`src/rtl/uart_tx_arbiter.sv`:
```
// uart_tx_arbiter
//   Round-robin arbiter and sequencer sharing one UART transmitter between
//   N_REQ byte requesters. A winning requester's byte and the current line
//   configuration are latched at the IDLE decision and held steady toward the
//   transmitter for the whole frame. The transmitter's sending flag marks the
//   frame start and end. A one-cycle done (ack) or abort (ack_err) pulse goes
//   back to the served requester.
//
// Ports
//   clk             in   system clock
//   reset           in   asynchronous, active-low reset
//   req             in   per-requester request level, held until acknowledged
//   req_data        in   byte of requester i at [8i+7:8i]
//   cfg_baud_rate   in   baud select, sampled at the grant decision
//   cfg_parity_type in   parity select, sampled at the grant decision
//   ack             out  one-cycle pulse: byte of requester fully sent
//   ack_err         out  one-cycle pulse: byte aborted, transmitter never started
//   grant_id        out  requester currently served (valid while busy)
//   busy            out  high in every state except IDLE
//   tx_enable       out  transmitter enable
//   tx_din          out  transmitter data byte
//   tx_baud_rate    out  transmitter baud select
//   tx_parity_type  out  transmitter parity select
//   tx_sending      in   transmitter frame-in-progress flag
module uart_tx_arbiter #(
  parameter int N_REQ         = 4,
  parameter int START_TIMEOUT = 1023,
  parameter int GAP_CYCLES    = 16
) (
  input  logic                 clk,
  input  logic                 reset,
  input  logic [N_REQ-1:0]     req,
  input  logic [8*N_REQ-1:0]   req_data,
  input  logic [1:0]           cfg_baud_rate,
  input  logic [1:0]           cfg_parity_type,
  output logic [N_REQ-1:0]     ack,
  output logic [N_REQ-1:0]     ack_err,
  output logic [2:0]           grant_id,
  output logic                 busy,
  output logic                 tx_enable,
  output logic [7:0]           tx_din,
  output logic [1:0]           tx_baud_rate,
  output logic [1:0]           tx_parity_type,
  input  logic                 tx_sending
);

  localparam int PTR_W = $clog2(N_REQ);
  localparam int SW    = PTR_W + 1;
  localparam int TO_W  = $clog2(START_TIMEOUT + 1);
  localparam int GAP_W = $clog2(GAP_CYCLES + 2);

  localparam logic [TO_W-1:0]  TO_LAST  = TO_W'(START_TIMEOUT - 1);
  localparam logic [GAP_W-1:0] GAP_LAST = GAP_W'((GAP_CYCLES > 0) ? GAP_CYCLES - 1 : 0);

  typedef enum logic [2:0] {
    IDLE,
    LOAD,
    WAIT_START,
    WAIT_DONE,
    GAP
  } state_t;

  // With no inter-frame gap the frame end returns straight to IDLE.
  localparam state_t AFTER_FRAME = (GAP_CYCLES > 0) ? GAP : IDLE;

  state_t             state_q, state_d;
  logic [PTR_W-1:0]   rr_q, rr_d;
  logic [PTR_W-1:0]   gnt_q, gnt_d;
  logic [7:0]         din_q, din_d;
  logic [1:0]         baud_q, baud_d;
  logic [1:0]         par_q, par_d;
  logic               en_q, en_d;
  logic [TO_W-1:0]    to_cnt_q, to_cnt_d;
  logic [GAP_W-1:0]   gap_cnt_q, gap_cnt_d;
  logic [N_REQ-1:0]   ack_q, ack_d;
  logic [N_REQ-1:0]   ack_err_q, ack_err_d;

  logic               any_req;
  logic [PTR_W-1:0]   win;
  logic [SW-1:0]      scan;
  logic [N_REQ-1:0]   gnt_oh;

  // Round-robin pick: scan from rr_q upward (mod N_REQ). The loop runs from
  // the farthest position back to rr_q so the last hit is the nearest one.
  always_comb begin
    any_req = 1'b0;
    win     = '0;
    scan    = '0;
    for (int k = N_REQ - 1; k >= 0; k--) begin
      scan = {1'b0, rr_q} + SW'(k);
      if (scan >= SW'(N_REQ)) begin
        scan = scan - SW'(N_REQ);
      end
      if (req[scan[PTR_W-1:0]]) begin
        any_req = 1'b1;
        win     = scan[PTR_W-1:0];
      end
    end
  end

  always_comb begin
    gnt_oh = '0;
    for (int i = 0; i < N_REQ; i++) begin
      gnt_oh[i] = (gnt_q == PTR_W'(i));
    end
  end

  always_comb begin
    state_d   = state_q;
    rr_d      = rr_q;
    gnt_d     = gnt_q;
    din_d     = din_q;
    baud_d    = baud_q;
    par_d     = par_q;
    en_d      = en_q;
    to_cnt_d  = to_cnt_q;
    gap_cnt_d = gap_cnt_q;
    ack_d     = '0;
    ack_err_d = '0;

    unique case (state_q)
      IDLE: begin
        if (any_req) begin
          gnt_d   = win;
          din_d   = req_data[{win, 3'b000} +: 8];
          baud_d  = cfg_baud_rate;
          par_d   = cfg_parity_type;
          rr_d    = (win == PTR_W'(N_REQ - 1)) ? '0 : win + 1'b1;
          state_d = LOAD;
        end
      end

      // Data and config are already stable on the TX inputs; enable follows.
      LOAD: begin
        en_d     = 1'b1;
        to_cnt_d = '0;
        state_d  = WAIT_START;
      end

      // A sending flag already high here (TX still draining) counts as start.
      WAIT_START: begin
        if (tx_sending) begin
          en_d    = 1'b0;
          state_d = WAIT_DONE;
        end else if (to_cnt_q == TO_LAST) begin
          en_d      = 1'b0;
          ack_err_d = gnt_oh;
          gap_cnt_d = '0;
          state_d   = AFTER_FRAME;
        end else begin
          to_cnt_d = to_cnt_q + 1'b1;
        end
      end

      WAIT_DONE: begin
        if (!tx_sending) begin
          ack_d     = gnt_oh;
          gap_cnt_d = '0;
          state_d   = AFTER_FRAME;
        end
      end

      GAP: begin
        if (gap_cnt_q == GAP_LAST) begin
          state_d = IDLE;
        end else begin
          gap_cnt_d = gap_cnt_q + 1'b1;
        end
      end

      default: state_d = IDLE;
    endcase
  end

  always_ff @(posedge clk or negedge reset) begin
    if (!reset) begin
      state_q   <= IDLE;
      rr_q      <= '0;
      gnt_q     <= '0;
      din_q     <= 8'h00;
      baud_q    <= 2'b00;
      par_q     <= 2'b00;
      en_q      <= 1'b0;
      to_cnt_q  <= '0;
      gap_cnt_q <= '0;
      ack_q     <= '0;
      ack_err_q <= '0;
    end else begin
      state_q   <= state_d;
      rr_q      <= rr_d;
      gnt_q     <= gnt_d;
      din_q     <= din_d;
      baud_q    <= baud_d;
      par_q     <= par_d;
      en_q      <= en_d;
      to_cnt_q  <= to_cnt_d;
      gap_cnt_q <= gap_cnt_d;
      ack_q     <= ack_d;
      ack_err_q <= ack_err_d;
    end
  end

  assign ack            = ack_q;
  assign ack_err        = ack_err_q;
  assign grant_id       = 3'(gnt_q);
  assign busy           = (state_q != IDLE);
  assign tx_enable      = en_q;
  assign tx_din         = din_q;
  assign tx_baud_rate   = baud_q;
  assign tx_parity_type = par_q;

endmodule

```
`config.mk`:
```
export PLATFORM = sky130hd
export DESIGN_NAME = uart_tx_arbiter
export DESIGN_NICKNAME = d
export VERILOG_FILES = /design/src/rtl/uart_tx_arbiter.sv
export SDC_FILE = /design/constraint.sdc
export NUM_CORES = 1
export LEC_CHECK = 0
export CORE_MARGIN = 2
export CORE_UTILIZATION = 42
export DETAILED_ROUTE_END_ITERATION = 10
export PLACE_DENSITY_LB_ADDON = 0.12
export RECOVER_POWER = 50
export SYNTH_ARGS = -nofsm -noshare
export SYNTH_HDL_FRONTEND = slang
export SYNTH_SLANG_ARGS = --single-unit
```
`constraint.sdc`:
```
create_clock -name clk -period 1.85 [get_ports clk]
set_input_delay 0.2775 -clock clk [delete_from_list [all_inputs] [get_ports clk]]
set_output_delay 0.2775 -clock clk [all_outputs]
set_load 0.02 [all_outputs]
```
After elaboration in Yosys (flattened, before gate mapping) --
Cells that the tools add are included.
Word-level totals: register bits 43, latch bits 0, RAM bits 0, memory bits (read-only) 0, output and inout port bits 25, memories 0
Cells by class: add/sub/neg operators 10, $mul 0, div/mod/pow operators 0, $lt $le $gt $ge 8, eq/ne operators 18, shifts and indexed selects 1, mux-type cells 43, bitwise gates (word level) 0, reductions and logical operators 10
Operator list (count):
- indexed part select 32 x 6 -> 8 bit | 1
- 2-to-1 mux 10 bit | 2
- 2-to-1 mux 4 bit | 5
- 2-to-1 mux 5 bit | 4
- case mux 10 bit (2 select lines) | 1
- 2-to-1 mux 2 bit | 9
- 2-to-1 mux 3 bit | 5
- case mux 3 bit (5 select lines) | 1
- case mux 5 bit (3 select lines) | 1
- != test 2 bit, second input constant | 7
- < comparator 2 x 3 -> 1 bit, second input constant | 4
- adder 10 x 1 -> 10 bit, second input constant | 1
- equality test 10 bit, second input constant | 1
- 2-to-1 mux 1 bit | 10
- >= comparator 3 bit, second input constant | 3
- binary-select mux 1 bit (select 2 bit) | 4
- subtractor 2 x 1 -> 2 bit, second input constant | 4
- adder 2 x 2 -> 3 bit, second input constant | 2
- equality test 2 bit, second input constant | 3
- equality test 3 x 2 -> 1 bit, second input constant | 2
- nonzero test 3 bit | 2
- adder 5 x 1 -> 5 bit, second input constant | 1
- equality test 5 x 4 -> 1 bit, second input constant | 1
- AND reduction 5 bit | 1
- other kinds (14) | 15

Logic depth before layout (Yosys ltp) --
Gate-level depths: netlist of the first run.
depth after elaboration 11, mapped depth 8, depth with buffers taken out 7

Worst setup path before layout of the first run --
No wires, ideal clock.
kind reg-to-reg, start point reg rr_q[1], end point reg din_q[6] (netlist: tx_din[6]), setup time 142 ps, arrival 1715 ps, path slack -7 ps, cell stages (with the launch flop) 8, buffers on the path 3, period minus slack after synthesis 1857 ps, cell sequence dfrtp_1 > and3_4 > buf_6 > or3_1 > buf_6 > buf_6 > a2111oi_4 > a311oi_1
Between the ends: cells in the longest elaborated chain, start to end 10, elaborated cells on any way between the ends 33, those cells by class add/sub (7); order compare (4); shift (1); mux (20); reduce/logical (1)
RTL lines:
- start, declared | line 67 | logic [PTR_W-1:0] rr_q, rr_d;
- start signal, assigned | line 190 | rr_q <= rr_d;
- adder 2 x 2 -> 3 bit | line 90 | scan = {1'b0, rr_q} + SW'(k);
- >= comparator 3 bit / subtractor 2 x 1 -> 2 bit (equally long branches) | line 91, 92
- 2-to-1 mux 2 bit | line 91 | if (scan >= SW'(N_REQ)) begin
- binary-select mux 1 bit (select 2 bit) | line 94 | if (req[scan[PTR_W-1:0]]) begin
- 2-to-1 mux 1 bit (implied by the code) | line 94
- 2-to-1 mux 2 bit / 2-to-1 mux 1 bit (equally long branches) (4 in a row) | line 94
- indexed part select 32 x 6 -> 8 bit / AND reduction 2 bit (equally long branches)
- end signal, assigned | line 192 | din_q <= din_d;
- end, declared | line 69 | logic [7:0] din_q, din_d;
Parallel ways exist; a longest one is shown, timed or not. The select of a mux whose other input is x is not followed. A chain may end at the register's enable or synchronous reset.

Worst setup path after layout of the first run --
start point in req[1], end point reg din_q[3] (netlist: tx_din[3])
Between the ends: cells in the longest elaborated chain, start to end 7, elaborated cells on any way between the ends 18, those cells by class shift (1); mux (16); reduce/logical (1)
RTL lines:
- start, declared | line 32 | input logic [N_REQ-1:0] req,
- binary-select mux 1 bit (select 2 bit) | line 94
- 2-to-1 mux 1 bit (implied by the code) | line 94
- 2-to-1 mux 2 bit / 2-to-1 mux 1 bit (equally long branches) (4 in a row) | line 94
- indexed part select 32 x 6 -> 8 bit / AND reduction 2 bit (equally long branches)
Parallel ways exist; a longest one is shown, timed or not. The select of a mux whose other input is x is not followed.

==> impl_results.md, run 1 <==
* Overflow after GRT at 0
* Status: finished, final reports clean
* Crit Path Category: in2reg
* First-pass GRT wire length at roughly 10000 um
* Max_slew headroom at 0.2909
* First-pass DRT Iterations at 6
* Final Util at 0.7119
* Total track usage at 0.2136
* Inserted Clock Buffers at 5
* Post-Syn Area at around 0.0022 sq mm
* Largest net degree at the start of global routing at 44
* Drt drc at 0
* Placed cell count at about 400
* Worst slew pin tran at 1.064 ns
* Worst Reg-to-Reg Cells at 6
* GP Congestion at 0.8382
* Core area at approximately 0.0051 sq mm
* Max-Cap Viols at 0
* DRT iter0 DRCs at between 80 and 90
* Unrepaired setup endpoints after global routing: yes
* Share of cells above drive strength 1 at 0.2727
* Clock Power Share at 0.174
* Max Freq at 540.6 MHz
* Detailed Place HPWL at roughly 4400 um
* Cell Pwr Density at 1373 mW/mm^2
* Mapped Cells at 234
* Synth unique cells at 47
* CP Max Fanout at 5
* Cell chain of the critical path: clkdlybuf4s50_1 > a21oi_2 > or3_4 > a2111oi_2 > buf_4 > a311oi_1
* Critical Path RT at 2.02 ns
* Max-slew violation count at 0
* Max Root-Sink Buffers at 2
* Seq pwr share at 0.285
* CTS tree: done
* CTS Sinks at 43
* HP Class: reg2reg
* DIE HEIGHT at about 77 um
* Synthesis Warnings at 0
* Post-layout min period at 1.850 ns
* DIE AREA at 0.005895 sq mm
* Worst Hold Depth at 2
* Flops & latches, synth at 43
* Rows at 26
* Diode count at 0
* Switching Power at a little under 2 mW
* Io pins at 68
* Clock skew at approximately 0.0043 ns
* CP Launch Type: primary input
* Root Buffer: clkbuf_8
* Worst-Skew Late Latency at 0.29 ns
* Antenna violations before repair at 0
* Seq/Total Area, Yosys at 0.4837
* Leakage power at between 1.5 and 2 nW
* Syn_area_per_cell at 9.507 sq um
* Tot Pwr at between 4 and 5 mW
* H-tree Lvls at 2
* Final worst-path cycle share at 0.9998
* Total wire length at roughly 6300 um
* IO Port Bufs at 66
* Die X at about 77 um
* Initial core utilization at 0.4356
* Max IR drop VDD at roughly 0.82 mV
* CP Capture Type: flop
* Avg WL per Cell at around 15 um
* Vias in the first global route at roughly 2200
* Post-Layout Cell Count at roughly 400
* Vias per inst at between 5 and 6
* # setup viols final at 0
* Logic pwr share at 0.542
* Int Power at slightly above 3 mW
* Switch share at 0.3858
* Antenna viol nets, final at 0
* Final hold violations at 0
* Clock-pin slew of the registers on the worst-case setup and hold paths at approximately 0.080 ns
* Largest stage delay, worst path at approximately 0.6 ns
* Layout Nets at slightly below 400
* Area delta synth->final at 63.44%
* CP max-delay cell: clkdlybuf4s50_1
* Syn Nets at 281
* Vias at 2185
* Data arrival time of the worst path at a little over 2 ns
## registers in the layout (all words and copies together), names as in the netlist
signal / flops
ack: 4
ack_err: 4
gap_cnt_q: 5
gnt_q: 2
rr_q: 2
state_q: 3
to_cnt_q: 10
tx_baud_rate: 2
tx_din: 8
tx_enable: 1
tx_parity_type: 2
## per-layer routing
layer,GRT usage,vias up,routed length [um]
met2,0.3509,60,3182
li1,-,1059,-
met4,0.05273,0,74
met3,0.04471,7,249
met1,0.2885,1059,2789
met5,0,-,0
## final timing paths
| kind | start | slack [ns] | end |
|---|---|---|---|
| min in group asynchronous | reset | 0.79 | tx_enable |
| max reg2reg | rr_q[1] | 0.03 | tx_din[3] |
| min | tx_baud_rate[0] | 0.49 | tx_baud_rate[0] |
| max in group asynchronous | reset | 0.35 | rr_q[1] |
| max | req[1] | 0.0003 | tx_din[3] |
| min reg2reg | tx_baud_rate[0] | 0.49 | tx_baud_rate[0] |
## Yosys cell counts (all sizes together)
| cell type | count | share of area |
|---|---|---|
| dfrtp | 43 | 0.48 |
| nand2 | 39 | 0.066 |
| nor2 | 28 | 0.048 |
| o21ai | 12 | 0.027 |
| a21oi | 10 | 0.024 |
| nor4b | 10 | 0.042 |
| a311oi | 9 | 0.035 |
| a2111oi | 8 | 0.040 |
| buf | 8 | 0.028 |
| inv | 7 | 0.012 |
| nand4 | 6 | 0.017 |
| nand3 | 5 | 0.011 |
| nor3 | 5 | 0.013 |
| clkbuf | 4 | 0.0073 |
| ha | 4 | 0.022 |
| xor2 | 4 | 0.016 |
| and3 | 3 | 0.011 |
| nand2b | 3 | 0.0084 |
| o31ai | 3 | 0.010 |
| or3 | 3 | 0.0084 |
| a21o | 2 | 0.0067 |
| and2 | 2 | 0.0056 |
| or2 | 2 | 0.0056 |
| a211o | 1 | 0.0039 |
| a22o | 1 | 0.0039 |
| and4 | 1 | 0.0039 |
| conb | 1 | 0.0017 |
| mux2i | 1 | 0.0045 |
| nor2b | 1 | 0.0028 |
| nor3b | 1 | 0.0034 |
| o211ai | 1 | 0.0034 |
| o22ai | 1 | 0.0028 |
| o2bb2a | 1 | 0.0045 |
| o31a | 1 | 0.0045 |
| o41ai | 1 | 0.0039 |
| or3b | 1 | 0.0039 |
| xnor2 | 1 | 0.0039 |
## worst max-delay path: cells and delay by family
family	cells	cell delay [ns]
AOI/OAI and AO/OA	3	0.51
buffers and inverters	2	0.77
and+or+nand+nor	1	0.46
## cell type report
class                      count  area [sq um]
clock inverter                 3         67.56
tap                           70         87.58
inverter                       7         26.28
multi-input combinational    172          1314
sequential                    43          1077
fill                         377          1471
clock buffer                   5         68.82
timing repair buffer         111         994.7
## power groups by stage
stage | combinational, mW | clock, mW | sequential (mW)
global route | 2.93 | 0.924 | 1.47
finish | 2.70 | 0.867 | 1.42
detailed placement | 2.24 | 0 | 1.43
floorplan | 0.997 | 0 | 1.62
global placement | 2.20 | 0 | 1.43
CTS | 2.35 | 0.886 | 1.42
## through the flow
step / TNS, ns / hold slack (ns) / setup WS (ns) / area [sq um]
after CTS: -0.02912 / 0.4919 / -0.02427 / 3398
after floorplan: 0 / -0.01809 / 0.0001327 / 2225
final: 0 / 0.4873 / 0.0003457 / 3636
after global placement: -5.156 / 0.2694 / -0.4927 / 3188
after global routing: -0.2606 / 0.5126 / -0.07862 / 3636
after detailed placement: -5.431 / 0.2716 / -0.5811 / 3188
## placed cells by master, fill, tap and decap left out, types with 2 or more instances in the layout
cell type	count
a21oi_2	2
a21oi_1	8
clkdlybuf4s50_1	63
ha_1	3
a311oi_1	6
a21o_1	2
buf_4	40
nand3_1	5
xor2_1	4
nand4_1	6
dfrtp_1	42
nand2_1	38
nor2_1	25
a2111oi_4	7
o31ai_2	2
bufinv_16	2
a311oi_2	3
inv_1	6
nor4b_4	2
nor2_2	2
nor4b_2	5
and3_1	2
clkbuf_8	5
nor3_1	4
o21ai_0	11
or3_1	2
clkbuf_4	2
clkbuf_2	2
nand2b_1	3
nor4b_1	3
## timing repair
action | 4_1_cts | 5_1_grt
hold buffers | 1 | 0
buffers inserted | 1 | 5
pin swaps | 0 | 9
resized for setup | 18 | 40
endpoints found under the setup margin | 11 | 20
endpoints found under the hold margin | 43 | 0
## kinds of logic after synthesis
| logic type | after synthesis | share of synthesized area |
|---|---|---|
| muxes | 1 | 0.004500 |
| and+or+nand+nor | 110 | 0.2509 |
| DFF | 43 | 0.4837 |
| adders and majority gates | 4 | 0.02250 |
| xor gates and xnor gates | 5 | 0.01968 |
| AOI/OAI and AO/OA | 51 | 0.1704 |
| buffers and inverters | 19 | 0.04668 |
| other | 1 | 0.001686 |
Note: power is estimated with default switching activity, not from simulation.
==> inputs of run 2 (changes only) <==
CTS_CLUSTER_DIAMETER = 40   (was default)
GPL_TIMING_DRIVEN = 0   (was default)
TNS_END_PERCENT = 30   (was default)
==> run 2 against run 1 <==
Compared with the run above:
- the run now ends with setup timing left
- combinational power fell by 13%
- routed wire length fell by 7.1%
- hold slack improved by 0.00094 ns
- sequential cell count did not move
- die area did not move
- cell area fell by 6.2%
- clock power fell by 9.3%
- global-route usage fell by 0.91 points
- register-to-register slack got worse by 0.08 ns
- first-iteration DRC count fell by 1.1%
- count of clock-buffer cells in the layout rose by 1
==> impl_results.md, run 2 (synthesis gave the netlist of run 1 again) <==
* Status: finished, violations left
* Failing checks: setup timing
* Root Buffer: clkbuf_8
* Total track usage at 0.2045 (-0.009099)
* Max IR drop VDD at 0.8567 mV (+4.0%)
* DIE HEIGHT at 76.78 um (unchanged)
* Layout Nets at 364 (-5.9%)
* Overflow after GRT at 0 (unchanged)
* Data arrival time of the worst path at 2.07 ns (+0.05 ns)
* Clock Power Share at 0.170 (-0.004)
* Crit Path Category: reg2reg
* Final hold violations at 0 (unchanged)
* Met3 WL post-DR at 225 um (-9.6%)
* Int Power at 2.779 mW (-9.3%)
* First-pass DRT Iterations at 4 (-2)
* Post-route setup slack at -0.04619 ns (-0.04654 ns)
* Seq pwr share at 0.322 (+0.037)
* M1 wire length at 2671 um (-4.2%)
* GP Congestion at 0.7715 (-8.0%)
* Cell chain of the critical path: and3_4 > or3_4 > buf_8 > a2111oi_4 > a311oi_2
* Leakage power at 1.406 nW (-8.2%)
* Setup TNS Final at -0.05064 ns (-0.05064 ns)
* Clock skew at 0.009829 ns (+0.005544 ns)
* Register area at 0.001079 sq mm (+0.12%)
* Met2 Wirelength at 2849 um (-10%)
* Tot Pwr at 4.631 mW (-7.2%)
* Switch share at 0.3999 (+0.01407)
* CP Launch Type: flop
* Clock-pin slew of the registers on the worst-case setup and hold paths at 0.08 ns (about the same)
* CP Max Fanout at 10 (+5)
* Worst-Skew Late Latency at 0.30 ns (about the same)
* Antenna viol nets, final at 0 (unchanged)
* Final Cell Area at 0.003412 sq mm (-6.2%)
* Avg WL per Cell at 15.08 um (-1.5%)
* Unrepaired setup endpoints after global routing: yes
* Max-Cap Viols at 0 (unchanged)
* Most common cell after layout, fill and taps aside: clkdlybuf4s50_1
* Max_slew headroom at 0.5008 (+0.2099)
* Detailed Place HPWL at 4136 um (-6.9%)
* Max Freq at 527.4 MHz (-2.5%)
* Total wire length at 5851 um (-7.1%)
* Post-placement worst setup slack at -0.7588 ns (-0.1778 ns)
* # fillers at 434 (+15%)
* HP Class: reg2reg
* Worst slew pin tran at 0.7488 ns (-0.3149 ns)
* CTS tree: done
* Vias at 2015 (-7.8%)
* Switching Power at 1.852 mW (-3.8%)
* Hold WS at 0.4883 ns (+0.0009420 ns)
* Area delta synth->final at 53.37%
* Die X at 76.78 um (unchanged)
* H-tree Lvls at 2 (unchanged)
* # setup viols final at 2 (+2)
* Largest net degree at the start of global routing at 31 (-30%)
* Max Root-Sink Buffers at 2 (unchanged)
* Commonest cells after routing, fill and taps aside: 60 x clkdlybuf4s50_1, 41 x dfrtp_1, 38 x nand2_1
* Final worst-path cycle share at 1.025 (+0.02515)
* Diode count at 0 (unchanged)
* Cell Pwr Density at 1357 mW/mm^2 (-1.1%)
* Post-layout min period at 1.896 ns (+0.04654 ns)
* Max-slew violation count at 0 (unchanged)
* CP Capture Type: flop
* Final Util at 0.6681 (-0.04385)
* Post-Layout Cell Count at 388 (-5.6%)
* Initial core utilization at 0.4356 (unchanged)
* Number of flip-flops under the largest register name at 10 (unchanged)
* CTS Sinks at 43 (unchanged)
* Vias in the first global route at 1951 (-9.5%)
* Drt drc at 0 (unchanged)
* First-pass GRT wire length at 9604 um (-5.6%)
* Area post-placement at 0.002988 sq mm (-6.3%)
* Critical Path RT at 2.02 ns (about the same)
* Top sig layer: met4
* DIE AREA at 0.005895 sq mm (unchanged)
* Antenna violations before repair at 0 (unchanged)
* Core area at 0.005107 sq mm (unchanged)
* DRT iter0 DRCs at 86 (-1.1%)
* Vias per inst at 5.193 (-2.3%)
* Share of cells above drive strength 1 at 0.2075 (-0.06518)
* CP max-delay cell: dfrtp_2
* Area of the multi-input gates at 0.001270 sq mm (-3.3%)
* Placed cell count at 371 (-6.3%)
* IO Port Bufs at 66 (unchanged)
* Logic pwr share at 0.508 (-0.034)
* Largest Register: to_cnt_q
* Largest stage delay, worst path at 0.46 ns (-0.14 ns)
* Rows at 26 (unchanged)
* Io pins at 68 (unchanged)
* Inserted Clock Buffers at 5 (unchanged)
run 2: cell count changes in the layout (fill, tap and decap cells not counted), sizes merged:
cell and delta:
clkbuf +1, clkinvlp -1, clkdlybuf4s50 -3, dlygate4sd2 +4, bufinv -1, buf -24
inv +1
run 2: what timing repair did:
item                                    in CTS  in global routing
setup buffers                                6                  6
pin swaps                                    6                  9
resized for setup                           33                 30
hold endpoints to repair                    13                  0
endpoints found under the setup margin      19                 16
hold buffers                                 1                  0
run 2: worst paths after layout:
path / from / to / slack [ns] / depth (start not counted)
max: rr_q[1] / tx_din[6] / -0.05 / 5
max reg2reg: rr_q[1] / tx_din[6] / -0.05 / 5
min in group asynchronous: reset / to_cnt_q[9] / 0.55 / 2
max in group asynchronous: reset / rr_q[1] / 0.33 / 3
min: tx_parity_type[0] / tx_parity_type[0] / 0.49 / 2
min reg2reg: tx_parity_type[0] / tx_parity_type[0] / 0.49 / 2
run 2: power by group through the flow:
stage          Combinational (mW)  Clock (mW)  Sequential (mW)
2_1_floorplan               0.997           0             1.62
3_5_place_dp                 1.94           0             1.45
5_1_grt                      2.57       0.843             1.53
6_report                     2.35       0.786             1.49
4_1_cts                      2.14       0.801             1.48
3_3_place_gp                 1.91           0             1.44
run 2: worst max-delay path, delay by kind of cell (launching register included):
| family | cells | cell delay (ns) |
|---|---|---|
| buf+inv | 1 | 0.16 |
| simple gates | 2 | 0.69 |
| compound gates | 2 | 0.46 |
| flops | 1 | 0.46 |
run 2: cell type report:
class / count / area share
sequential: 43 / 0.3161
tap: 70 / 0.02567
inverter: 7 / 0.007701
timing repair buffer: 80 / 0.2237
clock inverter: 2 / 0.01137
buffer: 8 / 0.01907
clock buffer: 6 / 0.02420
multi-input combinational: 172 / 0.3722
run 2: metal layers:
metal	up-vias	global-route usage
met4	0	0.06364
li1	1010	-
met1	953	0.2776
met5	-	0
met2	44	0.3254
met3	8	0.04706
==> inputs of run 3 (changes only) <==
ABC_AREA = 1   (was default)
CORE_UTILIZATION = 44   (was 42)
SLEW_MARGIN = 10   (was default)
==> run 3 against run 2 <==
Compared with the run above:
- the flow now finishes without violations
- sequential power is essentially flat
- core utilization is 0.57 points higher
- global-route usage down 0.72 points
- non-clock buffer count rose by 1
- first-iteration DRC count is 13% higher
- clock skew down 0.0054 ns
- critical path type unchanged
- largest cell class unchanged
- cell count grew 26%
- sequential cell count unchanged
- combinational power increased by 78%
- total power increased by 38%
==> impl_results.md, run 3 <==
* Setup crit start: rr_q[0]
* Vias in the first global route at 2248 (+15%)
* Layout Nets at 462 (+27%)
* Post-synth top cells: 78 x nand2_1, 43 x dfrtp_1, 41 x inv_1, 41 x nand3_1, 34 x nor2_1
* Max-Cap Viols at 0 (unchanged)
* Yosys top cell area share at 0.4298 (-0.05390)
* Largest net degree at the start of global routing at 23 (-26%)
* Post-layout min period at 1.829 ns (-0.06685 ns)
* Final hold violations at 0 (unchanged)
* Max IR drop VDD at 1.044 mV (+22%)
* Mapped Cells at 327 (+40%)
* Data arrival time of the worst path at 2.03 ns (-0.04 ns)
* Commonest cells after routing, fill and taps aside: 64 x clkdlybuf4s50_1, 63 x nand2_1, 42 x dfrtp_1
* # setup viols final at 0 (-2)
* Register area at 0.001077 sq mm (-0.12%)
* IO Port Bufs at 66 (unchanged)
* Core area at 0.005507 sq mm (+7.8%)
* # fillers at 475 (+9.4%)
* Flops & latches, synth at 43 (unchanged)
* Syn Nets at 374 (+33%)
* HP Class: reg2reg
* Post-synth EDFFs at 0 (unchanged)
* Detailed Place HPWL at 4435 um (+7.2%)
* Inserted Clock Buffers at 5 (unchanged)
* Area delta synth->final at 48.18%
* CP Max Fanout at 5 (-5)
* Reg2reg end: tx_din[3]
* Diode count at 0 (unchanged)
* Synth unique cells at 30 (-36%)
* Antenna violations before repair at 0 (unchanged)
* Placed cell count at 466 (+26%)
* Final Util at 0.6737 (+0.005656)
* Clock skew at 0.004430 ns (-0.005399 ns)
* Cell accounting for the most synthesized area: dfrtp_1
* CTS tree: done
* Post-route setup slack at 0.02066 ns (+0.06685 ns)
* Hold EP: tx_parity_type[0]
* Post-placement worst setup slack at -0.1997 ns (+0.5591 ns)
* Synthesis Warnings at 0 (unchanged)
* DIE HEIGHT at 79.43 um (+3.5%)
* Critical Path RT at 2.05 ns (+0.03 ns)
* Vias per inst at 5.023 (-3.3%)
* Max Root-Sink Buffers at 2 (unchanged)
* Worst slew pin tran at 1.262 ns (+0.5132 ns)
* GP Congestion at 0.8742 (+13%)
* Ys async rst share at 1.000 (unchanged)
* Final worst-path cycle share at 0.9888 (-0.03614)
* Overflow after GRT at 0 (unchanged)
* Worst reg2reg path startpoint: rr_q[0]
* Total wire length at 6322 um (+8.0%)
* Max_slew headroom at 0.1587 (-0.3421)
* Largest Register: to_cnt_q
* Max-slew violation count at 0 (unchanged)
* Die X at 79.43 um (+3.5%)
* CP Capture Type: flop
* Worst Hold Depth at 2 (unchanged)
* Crit Path Category: reg2reg
* Post-Layout Cell Count at 488 (+26%)
* Drt drc at 0 (unchanged)
* First-pass GRT wire length at 9825 um (+2.3%)
* First-pass DRT Iterations at 4 (unchanged)
* Setup TNS Final at 0 ns (+0.05064 ns)
* Area of the multi-input gates at 0.001349 sq mm (+6.2%)
* Seq/Total Area, Yosys at 0.4298 (-0.05390)
* Rows at 27 (+3.8%)
* Total track usage at 0.1973 (-0.007203)
* Unrepaired setup endpoints after global routing: yes
* Tot Pwr at 6.407 mW (+38%)
* CP Launch Type: flop
* DIE AREA at 0.006309 sq mm (+7.0%)
* Worst Hold Launch: tx_parity_type[0]
* Antenna viol nets, final at 0 (unchanged)
* Syn_area_per_cell at 7.656 sq um (-19%)
* Avg WL per Cell at 12.95 um (-14%)
* Clock-pin slew of the registers on the worst-case setup and hold paths at 0.08 ns (about the same)
* Initial core utilization at 0.4547 (+0.01910)
* Cell Pwr Density at 1727 mW/mm^2 (+27%)
* Top FF cell, synth: dfrtp_1
* Most common cell after layout, fill and taps aside: clkdlybuf4s50_1
* CTS Sinks at 43 (unchanged)
* Largest cells by area after synthesis: dfrtp_1 43%, nand2_1 12%, nand3_1 8.2%
* Most numerous cell in the Yosys netlist: nand2_1
* Root Buffer: clkbuf_8
* Register-to-register setup slack at 0.02 ns (+0.07 ns)
* Share of cells above drive strength 1 at 0.2067 (-0.0008164)
* Worst Reg-to-Reg Cells at 12 (+7)
* Leakage power at 1.749 nW (+24%)
* Post-Syn Area at 0.002504 sq mm (+13%)
* Io pins at 68 (unchanged)
* H-tree Lvls at 2 (unchanged)
* Status: finished, final reports clean
* Vias at 2451 (+22%)
* Worst-Skew Late Latency at 0.29 ns (about the same)
* Max Freq at 546.6 MHz (+3.7%)
* Number of flip-flops under the largest register name at 10 (unchanged)
* DRT iter0 DRCs at 97 (+13%)
==> run 3: cells by family (layout without fill, tap and decap cells) <==
family | after synthesis | in the layout | synth area share
simple gates | 194 | 194 | 0.3708
buf+inv | 54 | 143 | 0.1024
flops | 43 | 43 | 0.4298
compound gates | 27 | 27 | 0.06147
fa+ha+maj | 4 | 4 | 0.01999
xor+xnor | 4 | 4 | 0.01400
other cells | 1 | 1 | 0.001498
==> run 3: through the flow <==
stage	instance area, sq um	hold WS [ns]
after floorplan	2504	-0.01809
after global placement	3254	0.4633
after detailed placement	3277	0.2869
after CTS	3411	0.4903
after global routing	3710	0.5218
final	3710	0.4852
==> run 3: layer usage <==
layer  vias up  routed length [um]  track usage
li1       1222                   -            -
met3        10                 384      0.05769
met5         -                   0            0
met1      1148                2591       0.2394
met4         0                 100      0.05690
met2        71                3245       0.3395
==> run 3: area by class of cell <==
type,count,area share
Inverter,46,0.04857
Tap cell,72,0.02428
Buffer,8,0.02327
Timing Repair Buffer,81,0.2182
Clock buffer,6,0.02226
Multi-Input combinational cell,230,0.3636
Sequential cell,43,0.2904
Clock inverter,2,0.009444
==> run 3: where the power goes <==
part | total, mW | internal, mW | leakage [nW] | switching (mW)
clock network | 0.755 | 0.437 | 0.0612 | 0.318
logic | 4.19 | 1.78 | 1.13 | 2.41
registers | 1.47 | 1.24 | 0.555 | 0.225
==> run 3: critical path, stage by stage (launching register included) <==
cell,delay [ns]
dfrtp_1,0.43
clkbuf_16,0.18
nand2_1,0.12
nand3_2,0.12
nand3_2,0.12
inv_2,0.05
nand2_4,0.08
nand2_4,0.09
buf_8,0.15
nor2_4,0.17
nand3_2,0.10
nand2_1,0.07
nor2_1,0.04
==> run 3: what timing repair did <==
action	CTS	global route
endpoints found under the hold margin	21	0
hold buffers	1	0
endpoints found under the setup margin	1	11
pin swaps	0	18
buffers inserted	0	12
gates resized for setup	3	47
cloned	0	1
==> run 3: worst max-delay path by stage <==
| stage | end | slack (ns) |
|---|---|---|
| final | tx_din[3] | 0.02 |
| after global routing | tx_din[3] | -0.08 |
| after CTS | to_cnt_q[7] | 0.02 |
| after detailed placement | tx_din[3] | -0.20 |
| after global placement | tx_baud_rate[1] | -0.66 |
| after floorplan | tx_din[1] | 0.27 |
==> RTL change 1, RTL diff (settings of run 2) <==
Re-encode `state_t` (5 states) as one-hot, 5 bits wide.
--- a/src/rtl/uart_tx_arbiter.sv
+++ b/src/rtl/uart_tx_arbiter.sv
@@ -53,10 +53,10 @@
   localparam logic [GAP_W-1:0] GAP_LAST = GAP_W'((GAP_CYCLES > 0) ? GAP_CYCLES - 1 : 0);
 
-  typedef enum logic [2:0] {
-    IDLE,
-    LOAD,
-    WAIT_START,
-    WAIT_DONE,
-    GAP
+  typedef enum logic [4:0] {
+    IDLE       = 5'b00001,
+    LOAD       = 5'b00010,
+    WAIT_START = 5'b00100,
+    WAIT_DONE  = 5'b01000,
+    GAP        = 5'b10000
   } state_t;
 
Check against the original RTL: same outputs for any inputs over 10 cycles, from zero or initial values and one cycle with reset low; not proved beyond that.
==> RTL change 1 against run 2 <==
The flow still finishes with violations (setup timing). Sequential cell count increased by 2. Worst setup slack got worse by 0.13 ns. Combinational power is 17% lower. Die area is 2.7% higher. Area after synthesis increased by 2.8%. Power down 11%. Largest power group unchanged. Routed wire length shrank 8.2%. Count of clock-buffer cells in the layout did not move. Cell area fell by 3.1%.
==> RTL change 1: results (changes against run 2) <==
run status finished, violations left; violated checks setup timing; setup TNS -0.746 ns (-0.695 ns); Peak VDD IR 0.670 mV (-22%); Arrival @ worst endpoint 2.21 ns (+0.14 ns); wire length of the first global-routing pass 8780 um (-8.5%); biggest fanout along the worst timing path 4 (-6); net count of the finished layout 368 (+1.1%); worst setup slack after layout -0.179 ns (-0.133 ns); number of DRC violations after detailed-routing iteration 0 123 (+43%); worst-case headroom to the max-slew limit 37.3% (-13 points); Clock Skew 0.00790 ns (-0.00193 ns); placed cell areas 3080 um2 (+3.0%); drt total wl 5370 um (-8.2%); via count of the first global-routing pass 1877 (-3.8%); number of port buffers 66 (unchanged); Hold Path Class in2reg; ratio of cells with drive above 1 in the final layout 15.2% (-5.5 points); pin count of the biggest net entering global routing 30 (-3.2%); vias 2022 (+0.35%); slowest CP cell sky130_fd_sc_hd__or4b_4; leak pwr 1.47 nW (+4.5%); ranking of synthesized cells by area sky130_fd_sc_hd__dfrtp_1, sky130_fd_sc_hd__mux2i_1, sky130_fd_sc_hd__nand2_1; Largest stage delay, worst path 0.54 ns (+0.08 ns); global router's overall resource usage 18.0% (-2.5 points); count of cell types in the netlist 48 (+2.1%); Detailed Place HPWL 3880 um (-6.3%); share of synthesized area occupied by flip-flops and latches 49.3% (+0.92 points); filler instances 448 (+3.2%); top cells by count, synth sky130_fd_sc_hd__dfrtp_1, sky130_fd_sc_hd__nand2_1, sky130_fd_sc_hd__nor2_1, sky130_fd_sc_hd__mux2i_1, sky130_fd_sc_hd__nor3_1; number of nets produced by synthesis 284 (+1.1%); global placement routability congestion 0.772 (about the same); final setup violating endpoints 11 (+9)
[RTL change 1: what timing repair did]
action | CTS | global route
hold buffers | 1 | 0
setup buffers | 0 | 9
resized for setup | 13 | 14
endpoints found under the hold margin | 15 | 0
pin swaps | 0 | 8
setup endpoints to repair | 25 | 30
[RTL change 1: stage by stage]
stage                     instances  util, %  setup slack [ns]
after global placement          373     59.2            -0.751
final                           392     63.9            -0.179
after global routing            392     63.9            -0.267
after CTS                       383     62.2            -0.194
after detailed placement        374     59.5            -0.583
after floorplan                 237        -           -0.0232
[RTL change 1: area by class of cell]
| type | instances | area [um2] | area share [%] |
|---|---|---|---|
| multi-input cells | 175 | 1150 | 34.7 |
| flip-flops and latches | 45 | 1130 | 34.3 |
| repair buffers | 77 | 738 | 22.3 |
| well taps | 70 | 87.6 | 2.65 |
| clock buffers | 6 | 82.6 | 2.50 |
| plain buffers | 7 | 60.1 | 1.82 |
| inverters | 10 | 42.5 | 1.29 |
| clock inverters | 2 | 13.8 | 0.416 |
[RTL change 1: kinds of logic after synthesis]
kind of cell / after synthesis / synth area share, %
muxes: 17 / 7.44
AOI/OAI and AO/OA: 34 / 10.4
DFF: 45 / 49.3
xor gates and xnor gates: 5 / 1.91
other: 1 / 0.164
and+or+nand+nor: 114 / 25.4
buffers and inverters: 17 / 3.17
adders and majority gates: 4 / 2.19
[RTL change 1: final timing paths]
check	slack, ns	endpoint	start	depth (start not counted)
setup / recovery	-0.18	gap_cnt_q[2]$_DFFE_PN0P_	state_q[4]$_DFFE_PN0P_	5
hold / removal	0.35	state_q[0]$_DFFE_PN1P_	req[0]	3
setup reg to reg	-0.18	gap_cnt_q[2]$_DFFE_PN0P_	state_q[4]$_DFFE_PN0P_	5
hold reg to reg	0.48	tx_parity_type[0]$_DFFE_PN0P_	tx_parity_type[0]$_DFFE_PN0P_	2
max in group asynchronous	0.20	rr_q[1]$_DFFE_PN0P_	reset	3
min in group asynchronous	0.63	to_cnt_q[7]$_DFFE_PN0P_	reset	2
[RTL change 1: power breakdown]
group          switching (mW)  total [mW]  internal (mW)
clock network           0.344       0.647          0.303
registers               0.244        1.52           1.28
logic                    1.04        1.94          0.895
total                    1.63        4.11           2.48
[RTL change 1: critical path, delay by kind of cell, from the launching register on]
family / cells / cell delay (ns)
simple gates: 4 / 1.37
flops: 1 / 0.42
compound gates: 1 / 0.13
[RTL change 1: layer usage]
metal  wire, um  GRT usage (%)  up-vias
met3        238           3.49        6
li1           -              -     1007
met4         53           5.36        0
met1       2420           25.0      959
met5          0              0        -
met2       2660           28.4       50
==> RTL change 2, RTL diff (config.mk and constraints of run 2) <==
Made on the original files. Set the parameter `GAP_CYCLES` to 32 (it was 16).
--- a/src/rtl/uart_tx_arbiter.sv
+++ b/src/rtl/uart_tx_arbiter.sv
@@ -26,5 +26,5 @@
   parameter int N_REQ         = 4,
   parameter int START_TIMEOUT = 1023,
-  parameter int GAP_CYCLES    = 16
+  parameter int GAP_CYCLES    = 32
 ) (
   input  logic                 clk,
Check against the original RTL: no difference found for any inputs over 10 cycles, from zero or initial values and one cycle with reset low; that may be too few to reach the edited logic, so the function may still have changed.
==> RTL change 2 against run 2 <==
Cell area shrank 2.7%. Power decreased by 5.2%. Routed wire length down 3.4%. Sequential cell count increased by 1. Global-route usage is 1.5 points lower. Cell count grew 2.8%. Area after synthesis grew 5.2%. Worst setup slack improved by 0.066 ns. Largest cell class unchanged. Largest power group unchanged. Highest routed layer unchanged.
==> RTL change 2: results (changes against run 2) <==
top cells by count, synth sky130_fd_sc_hd__dfrtp_1, sky130_fd_sc_hd__nand2_1, sky130_fd_sc_hd__nor2_1, sky130_fd_sc_hd__o31ai_1, sky130_fd_sc_hd__o21ai_0; ratio of cells with drive above 1 in the final layout 13.1% (-7.6 points); non-clock buffer count 80 (-9.1%); Detailed Place HPWL 3990 um (-3.6%); Fin Hold WS 0.478 ns (-0.0104 ns); global placement routability congestion 0.808 (+4.8%); clock tree cell share of total cell area 3.47% (-0.091 points); layout inverter count without the clock tree 5 (-2); Peak VDD IR 0.556 mV (-35%); width of the chip 78.6 um (+2.4%); reg2reg start state_q[1]$_DFFE_PN0P_; Clock Skew 0.00985 ns (+0.0000219 ns); placed cell areas 3110 um2 (+3.9%); grt met2 use 28.2% (-4.3 points); met1 track demand over resource in global routing 27.2% (-0.52 points); number of vias per cell 5.27 (+1.5%); worst reg2reg path depth 6 (+1); Min-Delay Endpoint tx_baud_rate[1]$_DFFE_PN0P_; worst-case headroom to the max-slew limit 52.4% (+2.3 points); wire length of the first global-routing pass 9250 um (-3.7%); buffer count from post-CTS setup fixing 0 (-6); register bit count reported by yosys 44 (+2.3%); cell internal power dissipation 2.63 mW (-5.4%); multi-input combinational cell count 190 (+10%); run status finished clean; dpl cells 388 (+4.6%); fraction of area in multi-input gates 36.9% (-0.33 points); Hold Startpoint tx_baud_rate[1]$_DFFE_PN0P_; Resize count post-CTS 4 (-88%); pin count of the biggest net entering global routing 33 (+6.5%); met2 routed wirelength 2550 um (-10%); global router's overall resource usage 18.9% (-1.5 points); count of cell types in the netlist 46 (-2.1%); max frequency 546 MHz (+3.6%); layout clock buffer count 5 (-1); met3 Use GR 4.83% (+0.12 points); routed metal-1 wirelength 2720 um (+1.6%); Combinational Power Share 48.4% (-2.4 points); average cell area after synthesis 9.40 um2 (-1.2%); start point of the critical path req[0]; termination of the worst setup path tx_din[3]$_DFFE_PN0P_; number of nets produced by synthesis 295 (+5.0%); Arrival @ worst endpoint 2.01 ns (-0.06 ns); via count of the first global-routing pass 1911 (-2.1%); final-layout non-clock buffer area share 23.1% (-1.2 points); vias 2103 (+4.4%); wire length on met3 323 um (+44%); net count of the finished layout 372 (+2.2%); reg2reg setup slack 0.03 ns (+0.08 ns); filler instances 481 (+11%); Worst Setup Slack post-DPL -0.369 ns (+0.390 ns)
## RTL change 2: logic make-up after synthesis
| kind of cell | count (synthesis) | share of synthesized area (%) |
|---|---|---|
| adder cells (fa/ha/maj) | 3 | 1.60 |
| multiplexers | 10 | 4.28 |
| other | 1 | 0.160 |
| AND/OR/NAND/NOR | 110 | 23.2 |
| flip-flops | 44 | 47.1 |
| XOR/XNOR | 4 | 1.50 |
| AO/OA/AOI/OAI | 62 | 18.5 |
| buffers and inverters | 15 | 3.69 |
## RTL change 2: critical path: stages
cell and delay (ns):
sky130_fd_sc_hd__clkdlybuf4s50_1 0.51, sky130_fd_sc_hd__mux2i_2 0.27, sky130_fd_sc_hd__nor2_4 0.11, sky130_fd_sc_hd__nor3_2 0.20, sky130_fd_sc_hd__clkdlybuf4s15_2 0.34, sky130_fd_sc_hd__mux2i_1 0.21, sky130_fd_sc_hd__o211ai_1 0.09
